--- config.mk ---
export PLATFORM = sky130hd
export DESIGN_NAME = usb4_clk_en_reset_seq
export DESIGN_NICKNAME = d
export VERILOG_FILES = /design/src/rtl/usb4_clk_en_reset_seq.sv
export SDC_FILE = /design/constraint.sdc
export NUM_CORES = 1
export LEC_CHECK = 0
export ABC_CLOCK_PERIOD_IN_PS = 4300
export CORE_MARGIN = 2
export CORE_UTILIZATION = 58
export DETAILED_ROUTE_END_ITERATION = 10
export PLACE_DENSITY = 0.8
export SYNTH_ARGS = -nofsm -noshare
export SYNTH_HDL_FRONTEND = slang
export SYNTH_SLANG_ARGS = --single-unit
--- constraint.sdc ---
create_clock -name local_clk -period 4.3 [get_ports local_clk]
set_clock_uncertainty 0.15 [all_clocks]
set_input_delay 0.86 -clock local_clk [delete_from_list [all_inputs] [get_ports local_clk]]
set_output_delay 0.86 -clock local_clk [all_outputs]
set_load 0.01 [all_outputs]
--- src/rtl/usb4_clk_en_reset_seq.sv ---
// Clock-enable and reset sequencer for the USB4 logical layer: per-generation lane
// strobe, sideband tick, SB-timed core reset and glitch-free generation switching.
module usb4_clk_en_reset_seq #(
  parameter int unsigned DIV_W         = 5,
  parameter int unsigned DIV_GEN2      = 8,
  parameter int unsigned DIV_GEN3      = 4,
  parameter int unsigned DIV_GEN4      = 2,
  parameter int unsigned SB_DIV_W      = 17,
  parameter int unsigned SB_DIV        = 80000,
  parameter int unsigned RST_SB_CYCLES = 3,
  parameter int unsigned QUIET_CYCLES  = 4,
  parameter logic [1:0]  GEN_RESET     = 2'd2
) (
  input  logic       local_clk,
  input  logic       rst,
  input  logic       gen_req,
  input  logic [1:0] gen_sel,
  output logic       gen_req_ready,
  output logic       gen_err,
  output logic [1:0] gen_active,
  output logic       lane_clk_en,
  output logic       sb_clk_en,
  output logic       core_rst_n,
  output logic       busy
);

  localparam int unsigned HOLD_W  = (RST_SB_CYCLES > 1) ? $clog2(RST_SB_CYCLES) : 1;
  localparam int unsigned QUIET_W = (QUIET_CYCLES > 1) ? $clog2(QUIET_CYCLES) : 1;

  typedef enum logic [1:0] {S_HOLD, S_RUN, S_WAIT_EDGE, S_DRAIN} state_t;

  state_t              state, state_nxt;
  logic [SB_DIV_W-1:0] sb_cnt;
  logic [DIV_W-1:0]    lane_cnt;
  logic [DIV_W-1:0]    lane_div;
  logic [HOLD_W-1:0]   hold_cnt;
  logic [QUIET_W-1:0]  quiet_cnt;
  logic [1:0]          pending;
  logic                sb_tick, lane_last, quiet_last, hold_last;
  logic                accept, sel_legal;

  always_comb begin
    case (gen_active)
      2'd0:    lane_div = DIV_W'(DIV_GEN2);
      2'd1:    lane_div = DIV_W'(DIV_GEN3);
      default: lane_div = DIV_W'(DIV_GEN4);
    endcase
  end

  assign sb_tick    = (sb_cnt == SB_DIV_W'(SB_DIV - 1));
  assign lane_last  = (lane_cnt == lane_div - DIV_W'(1));
  assign quiet_last = (quiet_cnt == QUIET_W'(QUIET_CYCLES - 1));
  assign hold_last  = (hold_cnt == HOLD_W'(RST_SB_CYCLES - 1));
  assign accept     = gen_req && gen_req_ready;
  assign sel_legal  = (gen_sel != 2'd3);

  always_ff @(posedge local_clk) begin
    if (!rst) state <= S_HOLD;
    else      state <= state_nxt;
  end

  always_comb begin
    state_nxt = state;
    case (state)
      S_HOLD:      if (sb_tick && hold_last) state_nxt = S_RUN;
      S_RUN:       if (accept && sel_legal && gen_sel != gen_active) state_nxt = S_WAIT_EDGE;
      S_WAIT_EDGE: if (lane_last) state_nxt = S_DRAIN;
      S_DRAIN:     if (quiet_last) state_nxt = S_RUN;
      default:     state_nxt = S_HOLD;
    endcase
  end

  always_comb begin
    gen_req_ready = (state == S_HOLD) || (state == S_RUN);
    busy          = (state != S_RUN);
    core_rst_n    = (state != S_HOLD);
    sb_clk_en     = sb_tick;
    // WAIT_EDGE keeps the old divider so the final strobe is a full period
    lane_clk_en   = ((state == S_RUN) || (state == S_WAIT_EDGE)) && lane_last;
  end

  always_ff @(posedge local_clk) begin
    if (!rst) begin
      sb_cnt     <= '0;
      lane_cnt   <= '0;
      hold_cnt   <= '0;
      quiet_cnt  <= '0;
      gen_active <= GEN_RESET;
      pending    <= GEN_RESET;
      gen_err    <= 1'b0;
    end else begin
      sb_cnt  <= sb_tick ? '0 : sb_cnt + 1'b1;
      gen_err <= accept && !sel_legal;
      case (state)
        S_HOLD: begin
          lane_cnt <= '0;
          if (sb_tick) hold_cnt <= hold_cnt + 1'b1;
          if (accept && sel_legal) gen_active <= gen_sel;
        end
        S_RUN, S_WAIT_EDGE: begin
          lane_cnt  <= lane_last ? '0 : lane_cnt + 1'b1;
          quiet_cnt <= '0;
          if (state == S_RUN && accept && sel_legal) pending <= gen_sel;
        end
        S_DRAIN: begin
          lane_cnt  <= '0;
          quiet_cnt <= quiet_cnt + 1'b1;
          if (quiet_last) gen_active <= pending;
        end
        default: lane_cnt <= '0;
      endcase
    end
  end

endmodule

-- Word-level counts from Yosys, hierarchy flattened
Cells that the tools add are included.
- flip-flop bits (word level): 33
- bits of input ports: 5
- word-level logic and storage cells: 65
- add/sub/neg operators: 5
- equal/unequal tests: 16
- muxes and demuxes: 12
- bitwise gates (word level): 1
- reductions and logical operators: 23
- operators with widths (operator ; number):
    adder 17 x 1 -> 17 bit (second input constant) ; 1
    == test 17 bit (second input constant) ; 1
    2-to-1 mux 2 bit ; 6
    inequality test 2 bit (second input constant) ; 6
    one-hot mux 5 bit (2 select lines) ; 1
    == test 2 bit (second input constant) ; 4
    logical AND 1 bit ; 8
    one-hot mux 2 bit (2 select lines) ; 2
    one-hot mux 2 bit (4 select lines) ; 1
    one-hot mux 4 bit (2 select lines) ; 1
    nonzero test 2 bit ; 3
    OR reduction 2 bit ; 3
    adder 5 x 1 -> 5 bit (second input constant) ; 1
    == test 5 bit ; 1
    2-to-1 mux 5 bit ; 1
    subtractor 5 x 1 -> 5 bit (second input constant) ; 1
    adder 2 x 1 -> 2 bit (second input constant) ; 2
    == test 2 x 1 -> 1 bit (second input constant) ; 2
    zero test 2 bit ; 2
    AND reduction 2 bit ; 2
    AND reduction 4 bit ; 1
    AND reduction 3 bit ; 1
    logical OR 1 bit ; 2
    inequality test 2 x 1 -> 1 bit (second input constant) ; 1
    other kinds (3) ; 3

-- Depth between registers and ports, before layout
Gate-level depths: netlist of the first run.
- depth in word-level cells: 7
- gate-level depth with buffers: 7

-- Worst setup path after synthesis of the first run
Ideal clock, no wire load.
- kind: reg2out
- from: reg sb_cnt[0]
- to: out sb_clk_en
- data arrival time: 1.522 ns
- setup slack: 1.768 ns
- stages on the path, launching flop included: 6
- path buffers: 0
- path through: dfxtp_1 ha_1 nand2_1 or2_1 or4_4 inv_1
- cells in the longest elaborated chain, start to end: 1
- RTL lines (item ; RTL line ; RTL):
    from (decl) ; 33 ; logic [SB_DIV_W-1:0] sb_cnt;
    from (signal assigned) ; 92 ; sb_cnt <= sb_tick ? '0 : sb_cnt + 1'b1;
    == test 17 bit ; 50 ; assign sb_tick = (sb_cnt == SB_DIV_W'(SB_DIV - 1));
    to (decl) ; 22 ; output logic sb_clk_en,
Every way passes these cells.

-- Worst setup path in the final report of the first run
Same ends and word-level chain as after synthesis.

==> results of run 1 <==
[cells by family (layout without fill, tap and decap cells)]
logic type      Yosys count  count (layout)  synth area share
simple gates             84              84             0.271
flops                    33              33             0.413
xor+xnor                 19              19             0.104
compound gates           16              16            0.0712
buf+inv                  15              32            0.0399
fa+ha+maj                 9               9            0.0704
mux                       5               5            0.0313
[cell usage in the layout, fill, tap and decap left out, types with 4 or more instances in the layout]
master / count
sky130_fd_sc_hd__dfxtp_1: 33
sky130_fd_sc_hd__nor2_1: 26
sky130_fd_sc_hd__nand2b_1: 4
sky130_fd_sc_hd__xor2_1: 12
sky130_fd_sc_hd__clkbuf_4: 5
sky130_fd_sc_hd__mux2i_1: 5
sky130_fd_sc_hd__and2_1: 4
sky130_fd_sc_hd__nand2_1: 20
sky130_fd_sc_hd__ha_1: 9
sky130_fd_sc_hd__nand3_1: 7
sky130_fd_sc_hd__nand4_1: 7
sky130_fd_sc_hd__xnor2_1: 7
sky130_fd_sc_hd__clkdlybuf4s50_1: 12
sky130_fd_sc_hd__inv_1: 12
[metrics by stage]
| step | area, um^2 | cells | util | hold WS [ps] |
|---|---|---|---|---|
| 5_1_grt | 1790 | 229 | 0.667 | 355 |
| 3_3_place_gp | 1740 | 221 | 0.648 | 291 |
| 2_1_floorplan | 1600 | 181 | - | 276 |
| 4_1_cts | 1790 | 229 | 0.667 | 322 |
| 6_report | 1790 | 229 | 0.667 | 320 |
| 3_5_place_dp | 1740 | 221 | 0.648 | 298 |
[per-layer routing]
| metal | track usage | share of wire | vias up |
|---|---|---|---|
| li1 | - | - | 643 |
| met1 | 0.221 | 0.43 | 621 |
| met2 | 0.367 | 0.50 | 26 |
| met3 | 0.0829 | 0.046 | 8 |
| met4 | 0.150 | 0.028 | 0 |
| met5 | 0 | 0 | - |
[critical path, stage by stage, from the launching register on]
cell,delay [ps]
sky130_fd_sc_hd__dfxtp_1,380
sky130_fd_sc_hd__ha_1,250
sky130_fd_sc_hd__nand2_1,90
sky130_fd_sc_hd__or2_1,260
sky130_fd_sc_hd__or4_4,570
sky130_fd_sc_hd__inv_1,80
sky130_fd_sc_hd__clkdlybuf4s50_1,530
[flip-flops by register name, indices dropped and copies added (netlist names)]
register and cells:
gen_active 2, gen_err 1, hold_cnt 2, lane_cnt 5, pending 2, quiet_cnt 2, sb_cnt 17, state 2
[path summary, 6_finish.rpt]
| path | startpoint | to | cells after the start |
|---|---|---|---|
| min | lane_cnt[0] | lane_cnt[0] | 1 |
| max | sb_cnt[0] | sb_clk_en | 6 |
| max reg2reg | sb_cnt[0] | sb_cnt[3] | 6 |
| min reg2reg | lane_cnt[0] | lane_cnt[0] | 1 |
[power groups by stage]
| stage | combinational, W | sequential [W] | clock [W] |
|---|---|---|---|
| global placement | 0.0000251 | 0.000320 | 0 |
| global route | 0.0000287 | 0.000314 | 0.000186 |
| detailed placement | 0.0000258 | 0.000321 | 0 |
| floorplan | 0.0000140 | 0.000321 | 0 |
| finish | 0.0000257 | 0.000314 | 0.000166 |
| CTS | 0.0000260 | 0.000314 | 0.000174 |
[cell type report]
class	instances	share of cell area
clock buffer	6	0.0230
clock inverter	2	0.00559
inverter	12	0.0251
multi-input combinational	133	0.489
sequential	33	0.369
tap	31	0.0216
timing repair buffer	12	0.0670
[cell usage after synthesis (all sizes together)]
library cell / n / share of area
dfxtp: 33 / 0.41
nor2: 26 / 0.061
nand2: 21 / 0.054
inv: 12 / 0.028
xor2: 12 / 0.066
ha: 9 / 0.070
nand3: 8 / 0.028
nand4: 7 / 0.027
xnor2: 7 / 0.038
mux2i: 5 / 0.031
and2: 4 / 0.016
nand2b: 4 / 0.016
o21ai: 3 / 0.0094
or2: 3 / 0.012
a21boi: 2 / 0.0094
a21oi: 2 / 0.0063
and3: 2 / 0.0078
clkbuf: 2 / 0.0047
nor3: 2 / 0.0063
o211ai: 2 / 0.0094
or4: 2 / 0.014
a211o: 1 / 0.0055
a211oi: 1 / 0.0047
and4: 1 / 0.0063
buf: 1 / 0.0070
nand4b: 1 / 0.0055
nor2b: 1 / 0.0039
nor4: 1 / 0.0039
nor4b: 1 / 0.0094
o2111ai: 1 / 0.0055
o211a: 1 / 0.0063
o22ai: 1 / 0.0039
o311ai: 1 / 0.0055
o41ai: 1 / 0.0055
==> metrics, run 1 <==
outcome=complete, no violations; highest ir drop seen on vdd=about 0.30 mV; first-pass GRT wire length=5.24 mm; endpoint type of the worst setup path=primary output; fraction of the yosys area taken by sequential cells=0.413; sequential share of power=0.621; number of vias after detailed routing=1298; worst hold-check path type=flip-flop to flip-flop; All-Layer GR Usage=0.219; Resized cells post-CTS=0; number of instances in the synthesized netlist=181; combinational share of power=0.051; via/cell ratio=between 5 and 6; DR iter-0 viols=38; vertical extent of the die=approximately 57 um; Max Fanout on Critical Path=4; switching share of power=0.240; Crit path arrival time=2480 ps; final worst-path setup slack=806 ps; minimum clock period after layout=3490 ps; Worst setup SP type=flip-flop; Starting Density=0.596; Power Dens Cells=282 nW/um^2; DR WL/cell=around 13 um; count of distinct cell types in the synthesized netlist=39; number of standard-cell rows in the floorplan=19; count of fill cells added during filler insertion=233; Clock Sink Count=33; normalized max-slew margin=0.609; number of hold violations in the final report=0; unrepaired setup endpoints after global routing=no; final number of max-transition violations=0; final net count=211; area grow syn2layout=12.0%; CTS buffer count=5; maximum clock path buffer count=2; Detailed Place HPWL=2.21 mm; # setup viols final=0; Die Width=56.5 um; Post-route DRC=0; remaining antenna violation count after routing=0; Slew @ Worst Pin=581 ps; total area of multi-input combinational cells=876 um^2; setup total negative slack=0 ps; max capacitance violation total=0; post-synthesis register bit count=33; final weighted congestion in routability-driven placement=0.864; Die Outline Area=3200 um^2; Syn Nets=195; clock insertion delay at the later pin of the skew report=340 ps; total internal power=~0.00038 W; global route overflow=0; pin count of the biggest net entering global routing=17; number of warnings reported in the yosys synthesis log=0; placement-stage worst setup slack=1180 ps; clock power share=0.328; path type of the worst setup path=flip-flop to primary output; Reg clk slew, reported paths=100 ps; number of levels the H-tree was split into=2; Port Buffer Count=12; upper clock frequency limit=0.286 GHz; number of ports placed on the die boundary=13; number of buffers inserted by post-CTS setup repair=0; critical path data required time=3290 ps; core outline area=2690 um^2; Worst R2R Setup Slack=2230 ps; share of final-layout standard cells stronger than drive strength 1=0.0707; clock tree from TritonCTS=built; Root Buffer Master=sky130_fd_sc_hd__clkbuf_4; via count of the first global-routing pass=between 1000 and 1500; hold-fix buffers at CTS=0; synthesized cell area=1600 um^2; Pleak=0.697 nW; ANT cells=0; total area of sequential cells=661 um^2; total routed wirelength=2.99 mm; count of TritonRoute iterations in the first routing pass=4; post-route fraction of the period consumed by the critical path=0.813; reported net switching power=0.000121 W; PnR Total Power=0.000505 W; average cell area after synthesis=8.84 um^2; number of antenna violations at the first check in global routing=0
Power figures use the tool's default switching activity.
==> inputs of run 2 (changes only) <==
--- a/config.mk
+++ b/config.mk
@@ -5,11 +5,11 @@
 export SDC_FILE = /design/constraint.sdc
 export NUM_CORES = 1
 export LEC_CHECK = 0
-export ABC_CLOCK_PERIOD_IN_PS = 4300
+export ABC_CLOCK_PERIOD_IN_PS = 3400
 export CORE_MARGIN = 2
-export CORE_UTILIZATION = 58
+export CORE_UTILIZATION = 56
 export DETAILED_ROUTE_END_ITERATION = 10
-export PLACE_DENSITY = 0.8
+export PLACE_DENSITY = 0.77
 export SYNTH_ARGS = -nofsm -noshare
 export SYNTH_HDL_FRONTEND = slang
 export SYNTH_SLANG_ARGS = --single-unit
==> constraint.sdc (replaced) <==
create_clock -name local_clk -period 3.4 [get_ports local_clk]
set_clock_uncertainty 0.15 [all_clocks]
set_input_delay 0.68 -clock local_clk [delete_from_list [all_inputs] [get_ports local_clk]]
set_output_delay 0.68 -clock local_clk [all_outputs]
set_load 0.01 [all_outputs]
==> run 2 against run 1 <==
Critical path depth did not move. Via count fell by 3.2%. Register-to-register slack got worse by 870 ps. Clock power rose by 34%. Sequential power rose by 26%. Global-route usage fell by 1.7 points. Wire length fell by 1.5%. First-iteration DRC count rose by 13%. Final cell count fell by 0.44%. Largest cell class unchanged. Highest routed layer unchanged.
==> metrics, run 2 (same netlist as run 1, synthesis figures left out) <==
outcome=complete, no violations; core outline area=2730 um^2; Max Fanout on Critical Path=4; registers with the most flip-flops=sb_cnt (17), lane_cnt (5); Die Outline Area=3300 um^2; Worst setup SP type=flip-flop; normalized max-slew margin=0.618; total routed wirelength=between 2 and 3 mm; remaining antenna violation count after routing=0; most common library cell in the layout ignoring fill and taps=sky130_fd_sc_hd__dfxtp_1; Slew @ Worst Pin=roughly 570 ps; Power Dens Cells=363 nW/um^2; hold-fix buffers at CTS=0; number of levels the H-tree was split into=2; upper clock frequency limit=0.306 GHz; Pleak=0.694 nW; critical path data required time=between 2000 and 3000 ps; max capacitance violation total=0; unrepaired setup endpoints after global routing=no; maximum clock path buffer count=2; All-Layer GR Usage=0.201; Post-route DRC=0; CTS buffer count=5; DR iter-0 viols=43; Crit path arrival time=2440 ps; first-pass GRT wire length=5.08 mm; via count of the first global-routing pass=1218; # setup viols final=0; area grow syn2layout=12.4%; number of antenna violations at the first check in global routing=0; clock tree from TritonCTS=built; highest ir drop seen on vdd=0.246 mV; Port Buffer Count=12; Reg clk slew, reported paths=90 ps; post-route fraction of the period consumed by the critical path=0.963; final weighted congestion in routability-driven placement=0.785; Worst R2R Setup Slack=about 1400 ps; path type of the worst setup path=flip-flop to primary output; Clock Sink Count=33; count of TritonRoute iterations in the first routing pass=4; count of fill cells added during filler insertion=approximately 240; total placed instance area=between 1500 and 2000 um^2; endpoint type of the worst setup path=primary output; vertical extent of the die=57.5 um; Root Buffer Master=sky130_fd_sc_hd__clkbuf_4; Starting Density=0.585; register containing the most flip-flops in the final layout=sb_cnt; cell area after layout=1800 um^2; global route overflow=0; minimum clock period after layout=3270 ps; number of standard-cell rows in the floorplan=19; share of final-layout standard cells stronger than drive strength 1=0.0711; most frequent cells in the layout=sky130_fd_sc_hd__dfxtp_1, sky130_fd_sc_hd__nor2_1, sky130_fd_sc_hd__nand2_1; final number of max-transition violations=0; flip-flop count of the largest register, all copies and words added=17; final net count=about 210; DR WL/cell=12.9 um; clock insertion delay at the later pin of the skew report=340 ps; total area of multi-input combinational cells=~880 um^2; number of hold violations in the final report=0; total area of sequential cells=661 um^2; number of vias after detailed routing=1257; Detailed Place HPWL=2.22 mm; tightest hold margin=about 320 ps; pin count of the biggest net entering global routing=17; ANT cells=0; setup total negative slack=0 ps; Die Width=between 50 and 60 um; via/cell ratio=5.51; worst hold-check path type=flip-flop to flip-flop; number of ports placed on the die boundary=13
==> run 2: changes by cell type in the layout (fill, tap and decap cells not counted), sizes merged <==
| cell | previous run | this run |
|---|---|---|
| clkinv | 2 | 0 |
| clkbuf | 6 | 7 |
==> run 2: worst paths after layout <==
check                                 start  depth (start not counted)           to
worst min-delay path            lane_cnt[0]                          1  lane_cnt[0]
worst min register to register  lane_cnt[0]                          1  lane_cnt[0]
worst max register to register    sb_cnt[0]                          6   sb_cnt[14]
worst max-delay path              sb_cnt[0]                          6    sb_clk_en
==> run 2: critical path, stage by stage, from the launching register on <==
cell	delay, ps
sky130_fd_sc_hd__dfxtp_1	390
sky130_fd_sc_hd__ha_2	240
sky130_fd_sc_hd__nand2_1	80
sky130_fd_sc_hd__or2_1	260
sky130_fd_sc_hd__or4_4	560
sky130_fd_sc_hd__inv_1	70
sky130_fd_sc_hd__clkdlybuf4s50_1	520
==> run 2: layout make-up <==
cell class / instances / area share
sequential: 33 / 0.367
clock buffer: 7 / 0.0306
inverter: 12 / 0.0251
tap: 31 / 0.0216
multi-input combinational: 133 / 0.489
timing repair buffer: 12 / 0.0668
==> run 2: per-stage QoR <==
stage	power, W	instances	setup slack [ps]	utilization
CTS	0.000661	228	74.3	0.657
floorplan	0.000423	181	1050	-
global route	0.000679	228	28.9	0.658
global placement	0.000437	221	522	0.637
detailed placement	0.000438	221	449	0.637
finish	0.000652	228	127	0.658
==> run 2: per-layer routing <==
layer / up-vias / GRT usage / wire [um]
li1: 639 / - / -
met1: 597 / 0.240 / 1370
met2: 16 / 0.326 / 1420
met3: 5 / 0.0476 / 106
met4: 0 / 0.123 / 48
met5: - / 0 / 0
==> run 2: timing repair <==
| action | 4_1_cts | 5_1_grt |
|---|---|---|
| setup endpoints to repair | 0 | 1 |
| resized for setup | 0 | 1 |
| setup buffers | 0 | 0 |
==> run 2: report_power, final <==
group          internal (W)  total [W]  switching [W]
registers          0.000391   0.000397     0.00000572
logic             0.0000159  0.0000329      0.0000170
clock network     0.0000975   0.000222       0.000125
==> inputs of run 3 (changes only) <==
--- a/config.mk
+++ b/config.mk
@@ -9,7 +9,7 @@
 export CORE_MARGIN = 2
 export CORE_UTILIZATION = 56
 export DETAILED_ROUTE_END_ITERATION = 10
-export PLACE_DENSITY = 0.77
+export PLACE_DENSITY_LB_ADDON = 0.25
 export SYNTH_ARGS = -nofsm -noshare
 export SYNTH_HDL_FRONTEND = slang
 export SYNTH_SLANG_ARGS = --single-unit
==> run 3 against run 2 <==
First-iteration DRC count rose by 58%. Design area rose by 1.3%. Sequential power barely moved. Non-clock buffer count is 1 higher. Largest cell class unchanged. Largest power group unchanged. Global-route usage is 0.30 points lower. Core utilization rose by 0.82 points. Fmax about the same. Critical path depth did not move. Sequential cell count unchanged. Die area stayed put. Count of clock-buffer cells in the layout is the same. Critical path type unchanged.
==> metrics, run 3 (same netlist as run 1, synthesis figures left out) <==
outcome=complete, no violations; Root Buffer Master=sky130_fd_sc_hd__clkbuf_4; highest ir drop seen on vdd=0.290 mV; Power Dens Cells=373 nW/um^2; core outline area=around 2700 um^2; final weighted congestion in routability-driven placement=0.789; most common library cell in the layout ignoring fill and taps=sky130_fd_sc_hd__dfxtp_1; registers with the most flip-flops=sb_cnt (17), lane_cnt (5); number of vias after detailed routing=1230; cell breakdown of the critical path=ha_2 > nand2_1 > or2_1 > or4_4 > inv_1 > clkdlybuf4s50_1; Resized cells post-CTS=0; pin count of the biggest net entering global routing=17; Clock Sink Count=33; Reg clk slew, reported paths=100 ps; Post-route DRC=0; endpoint type of the worst setup path=primary output; register containing the most flip-flops in the final layout=sb_cnt; clock tree from TritonCTS=built; vertical extent of the die=57.5 um; max capacitance violation total=0; tightest hold margin=315 ps; cell area after layout=1820 um^2; post-route fraction of the period consumed by the critical path=0.963; Worst setup SP type=flip-flop; path type of the worst setup path=flip-flop to primary output; All-Layer GR Usage=0.198; first-pass GRT wire length=5.01 mm; DR iter-0 viols=68; Port Buffer Count=12; most frequent cells in the layout=sky130_fd_sc_hd__dfxtp_1, sky130_fd_sc_hd__nor2_1, sky130_fd_sc_hd__nand2_1; ANT cells=0; library cell contributing the largest single delay on the critical path=sky130_fd_sc_hd__or4_4; final number of max-transition violations=0; unrepaired setup endpoints after global routing=no; number of antenna violations at the first check in global routing=0; via/cell ratio=~5.3; number of standard-cell rows in the floorplan=19; Max Fanout on Critical Path=4; Detailed Place HPWL=2.08 mm; critical path data required time=between 2000 and 3000 ps; DR WL/cell=12.3 um; Worst R2R Setup Slack=1370 ps; Starting Density=0.585; clock insertion delay at the later pin of the skew report=between 300 and 400 ps; share of final-layout standard cells stronger than drive strength 1=0.0854; number of hold violations in the final report=0; upper clock frequency limit=about 0.3 GHz; Slew @ Worst Pin=541 ps; area grow syn2layout=13.8%; total routed wirelength=approximately 2.8 mm; minimum clock period after layout=between 3000 and 4000 ps; normalized max-slew margin=0.637; final net count=212; hold-fix buffers at CTS=0; via count of the first global-routing pass=roughly 1200; number of levels the H-tree was split into=2; Pleak=0.709 nW; flip-flop count of the largest register, all copies and words added=17; worst hold-check path type=flip-flop to flip-flop; number of buffers inserted by post-CTS setup repair=0; PnR Total Power=0.000679 W; setup total negative slack=0 ps; # setup viols final=0; utilization after layout=0.666; CTS buffer count=5; number of ports placed on the die boundary=13; count of TritonRoute iterations in the first routing pass=4; Die Width=57.5 um; global route overflow=0; peak per-stage delay on the critical path=560 ps; Die Outline Area=3300 um^2; Crit path arrival time=approximately 2400 ps; remaining antenna violation count after routing=0; maximum clock path buffer count=2; total placed instance area=1750 um^2
## run 3: changes by cell type in the layout (fill, tap and decap cells not counted), sizes merged
cell / before / now
buf: 0 / 1
clkinv: 0 / 1
## run 3: path summary, 6_finish.rpt
kind / startpoint / to / cells past startpoint
min: hold_cnt[1] / hold_cnt[1] / 2
max: sb_cnt[0] / sb_clk_en / 6
min reg2reg: hold_cnt[1] / hold_cnt[1] / 2
max reg2reg: sb_cnt[0] / sb_cnt[11] / 6
## run 3: routing by layer
| layer | track usage | vias to the layer above | wire length (um) |
|---|---|---|---|
| met5 | 0 | - | 0 |
| met4 | 0.136 | 0 | 47 |
| met3 | 0.0408 | 5 | 127 |
| met2 | 0.321 | 21 | 1360 |
| met1 | 0.234 | 557 | 1290 |
| li1 | - | 647 | - |
## run 3: power by group
group / switching (W) / leakage [nW] / internal, W
clock network: 0.000128 / 0.0413 / 0.000120
logic: 0.0000170 / 0.400 / 0.0000167
registers: 0.00000560 / 0.267 / 0.000391
## run 3: critical path: cells and delay by family, from the launching register on
kind / cells / cell delay [ps]
adders and majority gates: 1 / 230
buffers and inverters: 2 / 600
DFF: 1 / 400
and+or+nand+nor: 3 / 880
## run 3: cell type report
| cell class | instances | area [um^2] |
|---|---|---|
| clock buffer | 7 | 65.1 |
| clock inverter | 1 | 5.00 |
| fill | 228 | 913 |
| inverter | 12 | 45.0 |
| multi-input combinational | 133 | 878 |
| sequential | 33 | 661 |
| tap | 31 | 38.8 |
| timing repair buffer | 13 | 128 |
## run 3: per-stage QoR
| stage | setup slack, ps | std cells |
|---|---|---|
| 3_5_place_dp | 465 | 222 |
| 3_3_place_gp | 515 | 222 |
| 4_1_cts | 82.2 | 230 |
| 2_1_floorplan | 1050 | 181 |
| 5_1_grt | 17.6 | 230 |
| 6_report | 127 | 230 |
